**src/rtl/rv_mem_pkg.sv**
```systemverilog
// rv_mem_pkg: shared response-owner type, word size and byte-to-word address helper for rv_mem_arbiter
package rv_mem_pkg;
  typedef enum logic [1:0] {OWN_NONE, OWN_IF, OWN_LS} owner_t;
  localparam int WORD_BYTES = 4;
  function automatic logic [29:0] word_idx(input logic [31:0] addr);
    return 30'(addr / WORD_BYTES);
  endfunction
endpackage

```
**src/rtl/rv_starve_cnt.sv**
```systemverilog
// rv_starve_cnt: saturating count of denied fetch cycles (clk, reset, if_req, if_gnt in; force_if out when count hits MAX_WAIT)
module rv_starve_cnt #(
  parameter int MAX_WAIT = 4
) (
  input  logic clk,
  input  logic reset,
  input  logic if_req,
  input  logic if_gnt,
  output logic force_if
);
  localparam int CW = $clog2(MAX_WAIT + 1);
  logic [CW-1:0] cnt_q, cnt_d;
  always_comb cnt_d = (!if_req || if_gnt) ? '0 : (cnt_q == CW'(MAX_WAIT)) ? cnt_q : cnt_q + 1'b1;
  always_ff @(posedge clk) cnt_q <= reset ? '0 : cnt_d;
  assign force_if = cnt_q == CW'(MAX_WAIT);
endmodule

```
**src/rtl/rv_mem_arbiter.sv**
```systemverilog
// rv_mem_arbiter: data-priority arbiter of fetch (if_*) and load/store (ls_*) onto one 1-cycle memory (mem_*); RV_MEM_ARB_STARVE_EN adds forced fetch after MAX_WAIT denials
module rv_mem_arbiter
  import rv_mem_pkg::*;
#(
  parameter int DEPTH    = 256,
  parameter int AW       = 8,
  parameter int MAX_WAIT = 4
) (
  input  logic          clk,
  input  logic          reset,
  input  logic          if_req,
  input  logic [31:0]   if_addr,
  output logic          if_gnt,
  output logic          if_rvalid,
  output logic [31:0]   if_rdata,
  output logic          if_err,
  input  logic          ls_req,
  input  logic          ls_we,
  input  logic [31:0]   ls_addr,
  input  logic [31:0]   ls_wdata,
  output logic          ls_gnt,
  output logic          ls_rvalid,
  output logic [31:0]   ls_rdata,
  output logic          ls_err,
  output logic          mem_en,
  output logic          mem_we,
  output logic [AW-1:0] mem_addr,
  output logic [31:0]   mem_wdata,
  input  logic [31:0]   mem_rdata
);
  owner_t      own_q, own_d;
  logic        err_q, err_d, st_q, st_d;
  logic        force_if, ls_win, if_win;
  logic [29:0] idx;
`ifdef RV_MEM_ARB_STARVE_EN
  rv_starve_cnt #(.MAX_WAIT(MAX_WAIT)) u_starve (
    .clk      (clk),
    .reset    (reset),
    .if_req   (if_req),
    .if_gnt   (if_gnt),
    .force_if (force_if)
  );
`else
  assign force_if = 1'b0;
`endif
  always_comb begin
    ls_win    = !reset && ls_req && !(force_if && if_req);
    if_win    = !reset && if_req && !ls_win;
    idx       = word_idx(ls_win ? ls_addr : if_addr);
    err_d     = idx >= 30'(DEPTH);
    st_d      = ls_win && ls_we;
    own_d     = ls_win ? OWN_LS : if_win ? OWN_IF : OWN_NONE;
    if_gnt    = if_win;
    ls_gnt    = ls_win;
    mem_en    = (ls_win || if_win) && !err_d;
    mem_we    = mem_en && st_d;
    mem_addr  = reset ? '0 : idx[AW-1:0];
    mem_wdata = reset ? '0 : ls_wdata;
    if_rvalid = !reset && own_q == OWN_IF;
    ls_rvalid = !reset && own_q == OWN_LS;
    if_err    = if_rvalid && err_q;
    ls_err    = ls_rvalid && err_q;
    if_rdata  = (if_rvalid && !err_q) ? mem_rdata : '0;
    ls_rdata  = (ls_rvalid && !err_q && !st_q) ? mem_rdata : '0;
  end
  always_ff @(posedge clk) begin
    if (reset) begin
      own_q <= OWN_NONE;
      err_q <= 1'b0;
      st_q  <= 1'b0;
    end else begin
      own_q <= own_d;
      err_q <= err_d;
      st_q  <= st_d;
    end
  end
endmodule

```
**config.mk**
```make
export PLATFORM = sky130hd
export DESIGN_NAME = rv_mem_arbiter
export DESIGN_NICKNAME = d
export VERILOG_FILES = /design/src/rtl/rv_mem_pkg.sv /design/src/rtl/rv_starve_cnt.sv /design/src/rtl/rv_mem_arbiter.sv
export SDC_FILE = /design/constraint.sdc
export NUM_CORES = 1
export LEC_CHECK = 0
export ABC_AREA = 1
export CAP_MARGIN = 20
export CELL_PAD_IN_SITES_DETAIL_PLACEMENT = 2
export CELL_PAD_IN_SITES_GLOBAL_PLACEMENT = 2
export CORE_AREA = 2 2 95 97
export CTS_CLUSTER_SIZE = 12
export DETAILED_ROUTE_END_ITERATION = 10
export DIE_AREA = 0 0 97 99
export DONT_BUFFER_PORTS = 1
export HOLD_SLACK_MARGIN = 0.12
export PLACE_DENSITY_LB_ADDON = 0.05
export SETUP_SLACK_MARGIN = 0.15
export SYNTH_ARGS = -nofsm -noshare
export SYNTH_HDL_FRONTEND = slang
export SYNTH_HIERARCHICAL = 1
export SYNTH_SLANG_ARGS = --single-unit
```
**constraint.sdc**
```tcl
create_clock -name clk -period 2.6 [get_ports clk]
set_input_delay 0.52 -clock clk [delete_from_list [all_inputs] [get_ports clk]]
set_output_delay 0.52 -clock clk [all_outputs]
set_load 0.01 [all_outputs]
```
## Yosys cells after proc, flatten, opt, wreduce, memory -nomap -nowiden

Index checks and enable logic that the tools add are counted.

- Multipliers: 0
- Divide/modulo/power cells: 0
- Equality and inequality tests: 2
- Reductions and logical operators: 20
- $add $sub $neg: 0
- Bitwise gates (word level): 0
- Shift-type cells: 0
- Muxes and demuxes: 7
- $lt $le $gt $ge: 1

Operator list:

| cell | count |
|---|---|
| 2-to-1 mux 32 bit | 4 |
| greater-or-equal comparator 30 x 9 -> 1 bit, second input constant | 1 |
| logical AND 1 bit | 13 |
| 2-to-1 mux 8 bit | 1 |
| zero test 1 bit | 5 |
| == test 2 x 1 -> 1 bit, second input constant | 1 |
| == test 2 bit, second input constant | 1 |
| 2-to-1 mux 2 bit | 1 |
| OR reduction 2 bit | 1 |
| logical OR 1 bit | 1 |
| 2-to-1 mux 1 bit | 1 |

- Logic and storage cells: 34
- Memories: 0
- Flip-flop bits (word level): 4
- ROM bits: 0
- Output and inout bits: 112
- Input port bits: 133
- Latch bits: 0
- RAM bits: 0

## Depth between registers and ports, before layout

- Word-level depth: 7
- Mapped depth: 9
- Gate-level depth less buffers: 8

## Least setup slack after synthesis

OpenSTA, ideal clock, no wires.

- Path kind: input to output
- Start point: in reset
- End point: out ls_rdata[10]
- Cell stages on the path: 5
- Required time: 2.080 ns
- Slack: 0.770 ns
- Path buffers: 2
- Arrival: 1.310 ns
- Cell sequence: buf_6 nor3_4 nand2_2 buf_2 nor2_1

- Word-level cells in the longest chain between the ends: 5

Ends and longest elaborated chain:

| element | line | text |
|---|---|---|
| from (decl) | rv_mem_arbiter.sv:10 | `input logic reset,` |
| zero test 1 bit | rv_mem_arbiter.sv:60 | `ls_rvalid = !reset && own_q == OWN_LS;` |
| logical AND 1 bit | rv_mem_arbiter.sv:60 |  |
| net ls_rvalid | rv_mem_arbiter.sv:22 | `output logic ls_rvalid,` |
| logical AND 1 bit (2 in a row) | rv_mem_arbiter.sv:64 | `ls_rdata = (ls_rvalid && !err_q && !st_q) ? mem_rdata : '0;` |
| 2-to-1 mux 32 bit | rv_mem_arbiter.sv:64 |  |
| to (decl) | rv_mem_arbiter.sv:23 | `output logic [31:0] ls_rdata,` |

The timed path passes the listed nets, and every way through them passes these cells.

## Worst setup path in the final report

- Start point: reg own_q[1]
- End point: out if_rdata[15]

- Word-level cells in the longest chain between the ends: 4

Ends and longest elaborated chain:

| element | line | text |
|---|---|---|
| from (decl) | rv_mem_arbiter.sv:31 | `owner_t own_q, own_d;` |
| from (signal assigned) | rv_mem_arbiter.sv:72 | `own_q <= own_d;` |
| == test 2 x 1 -> 1 bit | rv_mem_arbiter.sv:59 | `if_rvalid = !reset && own_q == OWN_IF;` |
| logical AND 1 bit | rv_mem_arbiter.sv:59 |  |
| net if_rvalid | rv_mem_arbiter.sv:14 | `output logic if_rvalid,` |
| logical AND 1 bit | rv_mem_arbiter.sv:63 | `if_rdata = (if_rvalid && !err_q) ? mem_rdata : '0;` |
| 2-to-1 mux 32 bit | rv_mem_arbiter.sv:63 |  |
| to (decl) | rv_mem_arbiter.sv:15 | `output logic [31:0] if_rdata,` |

The timed path passes the listed nets, and every way through them passes these cells.

==> summary by stage <==
Detailed routing
The number of remaining DRC errors is 0. The detailed-routing iteration count for the pre-antenna-repair pass is 3. The remaining number of nets flagged by the antenna check after routing is 0. After detailed routing, the number of vias per cell comes to 4.23.

The routed wire length is 5240 µm. The average detailed-routed wire length per instance is 14.2 µm. Detailed routing inserted a total of 1566 vias. The violation count after the first detailed-route iteration is 41.

Clock network
CTS built an H-tree with a depth of 1. Counting along the longest clock path gives a buffer depth of 2. The CTS buffer count is 3. Clock tree synthesis selected as its root buffer the cell sky130_fd_sc_hd__clkbuf_8.

Clock-pin slew was measured on the worst setup and hold paths at 0.03 ns. The number of hold-repair buffers added at the cts stage is 0. The clock sink count is 4.

The number of gates resized after CTS is 0. TritonCTS built the clock tree. The total setup buffers inserted after CTS is 0.

Placement
Detailed placement ended at an HPWL of 4580 µm. The count of buffers added on input and output ports is 0. The number of placed instances with taps included is 367.

The placed instance area is 1230 µm². The global placement routability congestion is 0.684.

Global routing
The first-pass GRT wire length is 7790 µm. The maximum number of pins on one net before global-route repair is 46. For this run, the total global-route usage over all layers was measured as 0.0981. The number of antenna violations at the first check in global routing is 0. The overflow left after global routing is 0. The via count of the first global-routing pass was 1583.

STA
Final hold analysis gives a worst-case slack of 0.377 ns. The fraction of the cycle the final worst path needs is 0.816. Timing would allow up to 471 MHz. The number of max-slew violations in the final report is 0. Setup repair after global routing left no endpoint under its margin. Measured against its own limit, the worst slew margin works out to 0.554. The final number of hold-violating endpoints is 0. Summed over all failing endpoints, the final setup total negative slack is 0 ns.

The final count of negative-setup-slack endpoints is 0. At the pin with the least slew margin, the transition time is 0.662 ns. The final critical-path required period is 2.12 ns.

Die
After floorplanning, the core was sized to cover 8550 µm². The boundary pin count is 245. The die covers 9600 µm². The die is 99 µm tall. The die width is 97 µm. The initial standard-cell utilization of the core is 0.137. The number of rows created at floorplan is 34.

Finish
The ratio of cells with drive above 1 in the final layout is 0.0420. The count of antenna diodes in the layout is 0. The area growth from synthesis to layout is 9.00%. The number of nets in the final layout is 397. Once layout is complete, the cells apart from fillers number 370.

Once layout is done, the placed cells without fillers occupy 1270 µm².

Synthesis
The warning count from the yosys run is 6. Synthesis inferred 4 register bits. Summed over all instances, the cell type with the most area after synthesis is sky130_fd_sc_hd__nor2_1. The mean cell area of the mapped netlist is 4.32 µm².

The sequential element share of the synthesized area is 0.0686. The netlist uses 15 different library cells. The proportion of netlist area held by the largest area contributor is 0.421. Summing every instance area after synthesis gives 1170 µm². The net count after synthesis is 403. The cell count after synthesis came out at 270.

By area the synthesized netlist is led by sky130_fd_sc_hd__nor2_1, sky130_fd_sc_hd__inv_1, sky130_fd_sc_hd__nand2_1, sky130_fd_sc_hd__dfxtp_1, sky130_fd_sc_hd__buf_6.

Power and ir drop
Of the total power, the share spent switching nets is 0.378. The clock share of power is 0.406. For this design the ratio of total power to cell area is 248 nW/µm². Of the total power, combinational logic draws 0.384. For this design the total switching power over the nets is 0.000120 W.

The static leakage power is 0.813 nW. The share of total power dissipated in sequential elements is 0.210. The power consumption is 0.000316 W. The total internal power is 0.000196 W. IR analysis of the VDD net gives a maximum drop of 163 µV.

Critical path
The endpoint required time on the critical path is 2.08 ns. The worst setup path is launched from a flop. The critical path is of the flop to primary output type. STA puts the critical path data arrival time at 1.60 ns. Of all nets on the critical path, the largest fanout is 32. The kind of end point of the critical path is a primary output.

Min path
The worst hold path stage count is 1. The path class of the tightest hold or removal check is input port to flop.

Flow run
The tool flagged a number of max-cap violations equal to 0.

Run status
The flow ran to the end, and the final reports show no timing, DRC or antenna violations.
area by class of cell:
type	instances	area, µm²
flip-flops and latches	4	80.1
multi-input cells	183	742
repair buffers	1	7.51
well taps	108	135
fillers	1151	7280
inverters	71	267
clock buffers	3	41.3
layer usage:
layer  share of wire  vias up  track usage
met5               0        -            0
met4          0.0092        0       0.0119
met3            0.12        4       0.0426
met2            0.54      141        0.197
met1            0.33      692       0.0951
li1                -      729            -
power by group through the flow:
stage	Sequential (W)	Clock, W	Combinational [W]
floorplan	0.0000668	0	0.000118
global placement	0.0000672	0	0.000124
detailed placement	0.0000672	0	0.000125
CTS	0.0000664	0.000133	0.000126
global route	0.0000666	0.000141	0.000140
finish	0.0000663	0.000128	0.000121
critical path: stages (launching register included):
cell and delay, ns:
sky130_fd_sc_hd__dfxtp_1 0.29, sky130_fd_sc_hd__inv_1 0.12, sky130_fd_sc_hd__nand3_1 0.13, sky130_fd_sc_hd__inv_2 0.13, sky130_fd_sc_hd__nand2_2 0.35, sky130_fd_sc_hd__nor2_1 0.37
flip-flops by register name (all words and copies together) (netlist names):
signal / flops
own_q: 2
st_q: 1
err_q: 1
logic make-up (layout without fill, tap and decap cells):
family                 count (synthesis)  count (layout)  synth area share
AND/OR/NAND/NOR                      173             173             0.593
buffers and inverters                 83              75             0.296
AO/OA/AOI/OAI                         10              10            0.0429
flip-flops                             4               4            0.0686
worst paths after layout:
path	slack, ns	endpoint	start
max	0.48	if_rdata[15]	own_q[1]
min	0.38	own_q[1]	reset
Yosys cell counts (all sizes together):
cell type / instances
nor2: 132
inv: 71
nand2: 34
a21oi: 8
buf: 7
clkbuf: 5
nand3: 5
dfxtp: 4
o21ai: 2
nor3: 1
nor4: 1
through the flow:
step           utilization  setup WS [ns]
3_5_place_dp         0.144          0.435
5_1_grt              0.149          0.278
6_report             0.149          0.479
4_1_cts              0.149          0.405
2_1_floorplan            -          0.770
3_3_place_gp         0.144          0.439
cells in the final DEF, fill, tap and decap left out:
cell type,n
sky130_fd_sc_hd__inv_2,3
sky130_fd_sc_hd__nor3_4,1
sky130_fd_sc_hd__nand2_1,32
sky130_fd_sc_hd__clkbuf_8,3
sky130_fd_sc_hd__a21oi_1,8
sky130_fd_sc_hd__nand2_2,2
sky130_fd_sc_hd__buf_4,1
sky130_fd_sc_hd__nor4_1,1
sky130_fd_sc_hd__nor2_1,131
sky130_fd_sc_hd__nor2_8,1
sky130_fd_sc_hd__inv_1,68
sky130_fd_sc_hd__dfxtp_1,4
sky130_fd_sc_hd__nand3_1,5
sky130_fd_sc_hd__o21ai_0,2
Power figures use the tool's default switching activity.
